--- src/rtl/control_unit.sv ---
// Main decoder for the single-cycle MIPS CPU: combinational op/func decode,
// gated to NOP until the first clock after reset, plus a sticky illegal flag.
module control_unit (
  input  logic       clk,
  input  logic       rst,
  input  logic [5:0] op,
  input  logic [5:0] func,
  output logic [3:0] ALUctr,
  output logic       RegWr,
  output logic       ALUSrc,
  output logic       RegDst,
  output logic       MemtoReg,
  output logic       MemWr,
  output logic       Branch,
  output logic       Jump,
  output logic       Extop,
  output logic       Illegal
);

  typedef enum logic {
    ST_NOP    = 1'b0,
    ST_ACTIVE = 1'b1
  } state_t;

  localparam logic [3:0] ALU_ADD = 4'b0000;
  localparam logic [3:0] ALU_SUB = 4'b0001;
  localparam logic [3:0] ALU_AND = 4'b0010;
  localparam logic [3:0] ALU_OR  = 4'b0011;
  localparam logic [3:0] ALU_XOR = 4'b0100;
  localparam logic [3:0] ALU_SLL = 4'b0101;
  localparam logic [3:0] ALU_SRL = 4'b0110;
  localparam logic [3:0] ALU_SRA = 4'b0111;
  localparam logic [3:0] ALU_LUI = 4'b1000;

  // Control bundle order: RegWr ALUSrc RegDst MemtoReg MemWr Branch Jump Extop
  localparam logic [7:0] CTL_RTYPE = 8'b1010_0000;
  localparam logic [7:0] CTL_JUMP  = 8'b0000_0010;
  localparam logic [7:0] CTL_IMMS  = 8'b1100_0001;
  localparam logic [7:0] CTL_IMMZ  = 8'b1100_0000;
  localparam logic [7:0] CTL_LW    = 8'b1101_0001;
  localparam logic [7:0] CTL_SW    = 8'b0100_1001;
  localparam logic [7:0] CTL_BEQ   = 8'b0000_0101;

  state_t     state;
  state_t     stateNext;
  logic       illegalQ;
  logic       illegalNext;
  logic [7:0] decCtl;
  logic [3:0] decAlu;
  logic       decIllegal;

  always_ff @(posedge clk) begin
    if (rst) begin
      state    <= ST_NOP;
      illegalQ <= 1'b0;
    end else begin
      state    <= stateNext;
      illegalQ <= illegalNext;
    end
  end

  // Unknown encodings fall through to the zero/ADD defaults and raise decIllegal
  always_comb begin
    decCtl     = 8'b0;
    decAlu     = ALU_ADD;
    decIllegal = 1'b0;
    unique case (op)
      6'b000000: begin
        unique case (func)
          6'b100000: begin decCtl = CTL_RTYPE; decAlu = ALU_ADD; end
          6'b100010: begin decCtl = CTL_RTYPE; decAlu = ALU_SUB; end
          6'b100100: begin decCtl = CTL_RTYPE; decAlu = ALU_AND; end
          6'b100101: begin decCtl = CTL_RTYPE; decAlu = ALU_OR;  end
          6'b100110: begin decCtl = CTL_RTYPE; decAlu = ALU_XOR; end
          6'b000000: begin decCtl = CTL_RTYPE; decAlu = ALU_SLL; end
          6'b000010: begin decCtl = CTL_RTYPE; decAlu = ALU_SRL; end
          6'b000011: begin decCtl = CTL_RTYPE; decAlu = ALU_SRA; end
          6'b001000: begin decCtl = CTL_JUMP;  decAlu = ALU_ADD; end
          default:   decIllegal = 1'b1;
        endcase
      end
      6'b001000: begin decCtl = CTL_IMMS; decAlu = ALU_ADD; end
      6'b001100: begin decCtl = CTL_IMMZ; decAlu = ALU_AND; end
      6'b001101: begin decCtl = CTL_IMMZ; decAlu = ALU_OR;  end
      6'b001110: begin decCtl = CTL_IMMZ; decAlu = ALU_XOR; end
      6'b001111: begin decCtl = CTL_IMMZ; decAlu = ALU_LUI; end
      6'b100011: begin decCtl = CTL_LW;   decAlu = ALU_ADD; end
      6'b101011: begin decCtl = CTL_SW;   decAlu = ALU_ADD; end
      6'b000100: begin decCtl = CTL_BEQ;  decAlu = ALU_SUB; end
      6'b000010: begin decCtl = CTL_JUMP; decAlu = ALU_ADD; end
      6'b000011: begin decCtl = CTL_JUMP; decAlu = ALU_ADD; end
      default:   decIllegal = 1'b1;
    endcase
  end

  // Until the first non-reset edge every output is forced to a NOP
  always_comb begin
    stateNext   = ST_ACTIVE;
    illegalNext = illegalQ | decIllegal;
    ALUctr      = ALU_ADD;
    {RegWr, ALUSrc, RegDst, MemtoReg, MemWr, Branch, Jump, Extop} = 8'b0;
    if (state == ST_ACTIVE) begin
      ALUctr = decAlu;
      {RegWr, ALUSrc, RegDst, MemtoReg, MemWr, Branch, Jump, Extop} = decCtl;
    end
  end

  assign Illegal = illegalQ;

endmodule

--- config.mk ---
export PLATFORM = sky130hd
export DESIGN_NAME = control_unit
export DESIGN_NICKNAME = d
export VERILOG_FILES = /design/src/rtl/control_unit.sv
export SDC_FILE = /design/constraint.sdc
export NUM_CORES = 1
export LEC_CHECK = 0
export BUFFER_PORTS_ARGS = -buffer_cell sky130_fd_sc_hd__buf_4
export CORE_AREA = 2 2 39 41
export CTS_BUF_LIST = sky130_fd_sc_hd__clkbuf_8
export CTS_CLUSTER_SIZE = 8
export DETAILED_ROUTE_END_ITERATION = 8
export DIE_AREA = 0 0 41 43
export PLACE_DENSITY = 0.72
export SKIP_CTS_REPAIR_TIMING = 1
export SLEW_MARGIN = 5
export SYNTH_ARGS = -nofsm -noshare
export SYNTH_HDL_FRONTEND = slang
export SYNTH_SLANG_ARGS = --single-unit
--- constraint.sdc ---
create_clock -name clk -period 4.3 [get_ports clk]
set_clock_uncertainty 0.05 [all_clocks]
set_input_delay 0.86 -clock clk [delete_from_list [all_inputs] [get_ports clk]]
set_output_delay 0.86 -clock clk [all_outputs]
set_load 0.05 [all_outputs]
==> impl_metrics.toml <==
[status]
outcome = "completed"

[place]
dp_hpwl_um = 1100
io_buffers = 26
routabilityCongestion = 0.755
dp.cells = 115
dpl-instance-area_um2 = 706

[global_route]
grt_first_pass_wirelength_um = 2220
antenna_found_initial = 0
grt_pass1_vias = 578
gr-usage-all-layers = 0.167
grt_remaining_overflow = 0
grt_max_degree = 11

[clocking]
cts.clk_slew.worst_paths_ns = 0.03
cts_tree = "yes"
clk_path_buf_depth = 2
htree_levels = 1
insertion_delay_ns = 0.20
root_buffer = "clkbuf_8"
cts_buffers = 3
clkSinkCount = 2

[finish]
drive_above_1_share = 0.343
finalNetCount = 118
layout.cells.non_filler = 118
syn_to_final_growth_pct = 40.5
design_area_um2 = 747
antennaDiodeCount = 0

[timing]
max_clock_freq_ghz = 0.306
finalMaxSlewViolations = 0
worst_slew_pin_slew_ns = 0.273
grt_setup_unrepaired = "false"
slew_headroom = 0.816
setup_viol = 0
post-route-period-util = 0.760
hold_viol_final = 0
fin_crit_ns = 3.27
tns_ns = 0

[hold_path]
hp-start = "Illegal"
min_path_type = "reg -> reg"
holdPathStages = 2
hold_path_end = "Illegal"

[logic_synthesis]
synth_cell_type_count = 38
synth_area_per_cell_um2 = 6.56
synth_area_leaders = "dfxtp_1, a21oi_1, nor2_1, nand4b_1, xnor2_1"
netlist_area_um2 = 532
yosysSeqAreaShare = 0.0753
synth_top_area_frac = 0.0753
yosys.area.top_type = "dfxtp_1"
syn_inst = 81
syn-num-nets = 95
ys_ff_latch = 2
ys_warn_count = 0

[setup_path]
rrSetupSlack_ns = 3.69
critPathCaptureType = "output pin"
cp_slowest_stage_delay_ns = 0.51
cp_top_family = "simple AND/OR/NAND/NOR gates"
rr_worst_depth = 2
critPathKind = "in -> out"
cp-startpoint = "op[5]"
r2r-start = "Illegal"
critPathSlowestCell = "or4_4"
cp.required_ns = 3.39
crit_top_cell = "buf_4"
worstPathArrival_ns = 2.36
critPathBufInv = 2
worstPathCellList = "buf_4 > nor2b_1 > or4_4 > a211o_1 > nor3_2 > buf_4"
startpoint_type = "input port"
reg2reg_to = "Illegal"
critPathMaxFanout = 9

[power]
p_per_area_nw_per_um2 = 191
p_total_mw = 0.143
p_leak_nw = 0.307
peakVddDrop_mv = 0.303

[die]
io_pins = 27
row_count = 14
dieArea_um2 = 1760
core_um2 = 1380
start_util = 0.384
die_w_um = 41
die_h_um = 43

[detailed_routing]
drt_iter0_drc = 17
route.detailed.drc = 0
wl_per_cell_um = 11.8
drtPass1Iterations = 4
routed_wl_um = 1390
vias_per_cell = 5.64
num_vias = 665
antenna_left = 0

[job]
cap_violations = 0
worst max-delay path by stage:
stage | endpoint | slack, ns | cells past startpoint
2_1_floorplan | Branch | 0.43 | 3
3_3_place_gp | MemWr | 1.05 | 6
3_5_place_dp | MemWr | 1.03 | 6
4_1_cts | MemWr | 1.02 | 6
5_1_grt | MemWr | 0.94 | 6
6_report | MemWr | 1.03 | 6
cell usage in the layout (no fill, tap or decap), types with 3 or more instances in the layout:
cell / Yosys / routed
nor2b_1: 3 / 3
nand4b_1: 3 / 3
nor4_1: 3 / 3
clkbuf_8: 0 / 3
buf_4: 0 / 26
inv_1: 4 / 4
a21oi_1: 7 / 7
nor2_1: 8 / 8
o21ai_0: 3 / 3
nand2_1: 4 / 4
xnor2_1: 3 / 3
cell type report:
class | count | area, µm²
tap | 16 | 20.0
multi-input combinational | 67 | 435
sequential | 2 | 40.0
clock buffer | 3 | 41.3
inverter | 4 | 15.0
timing repair buffer | 26 | 195
fill | 146 | 637
layer usage:
metal | track usage | part of all wire | up-vias
met5 | 0 | 0 | -
met4 | 0 | 0 | 0
met3 | 0.0366 | 0.069 | 0
met2 | 0.278 | 0.49 | 23
met1 | 0.226 | 0.44 | 300
li1 | - | - | 342
worst register-to-register path: cells and delay by family (launching register included):
| family | cells | cell delay [ns] |
|---|---|---|
| DFF | 1 | 0.32 |
| AOI/OAI and AO/OA | 1 | 0.12 |
| buffers and inverters | 1 | 0.04 |
kinds of logic (layout without fill, tap and decap cells):
family          after synthesis  in the layout  share of synthesized area
buf+inv                      12             33                      0.106
flops                         2              2                     0.0753
xor+xnor                      3              3                     0.0494
compound gates               22             22                      0.278
simple gates                 41             41                      0.473
mux                           1              1                     0.0188
registers in the layout, indices dropped and copies added, names as in the netlist:
| name | flops |
|---|---|
| state | 1 |
| Illegal | 1 |
where the power goes:
part / switching, mW / internal, mW
clock network: 0.0116 / 0.0589
registers: 0.00109 / 0.0200
logic: 0.0283 / 0.0226
cell usage after synthesis (all sizes together):
cell	number
and2	2
nor3	2
nor4	3
o21ai	3
inv	4
mux2i	1
o211ai	2
and3	1
buf	4
nand4	1
nand2b	1
clkbuf	4
nor4b	1
nand3	2
or3	1
xnor2	3
nand3b	2
nor2	8
dfxtp	2
a211oi	1
nor3b	2
and4	2
o21ba	2
nand4b	3
o311a	1
a31oi	1
or2	2
a211o	1
a21boi	1
a21o	1
o21a	2
or4	1
nand2	4
nor2b	3
a21oi	7
metrics by stage:
stage | setup slack (ns) | util | hold WS, ns
after floorplan | 0.435 | - | 0.615
after global placement | 1.05 | 0.510 | 0.395
after detailed placement | 1.03 | 0.510 | 0.406
after CTS | 1.02 | 0.540 | 0.419
after global routing | 0.941 | 0.540 | 0.442
final | 1.03 | 0.540 | 0.413
Note: power is estimated with default switching activity, not from simulation.
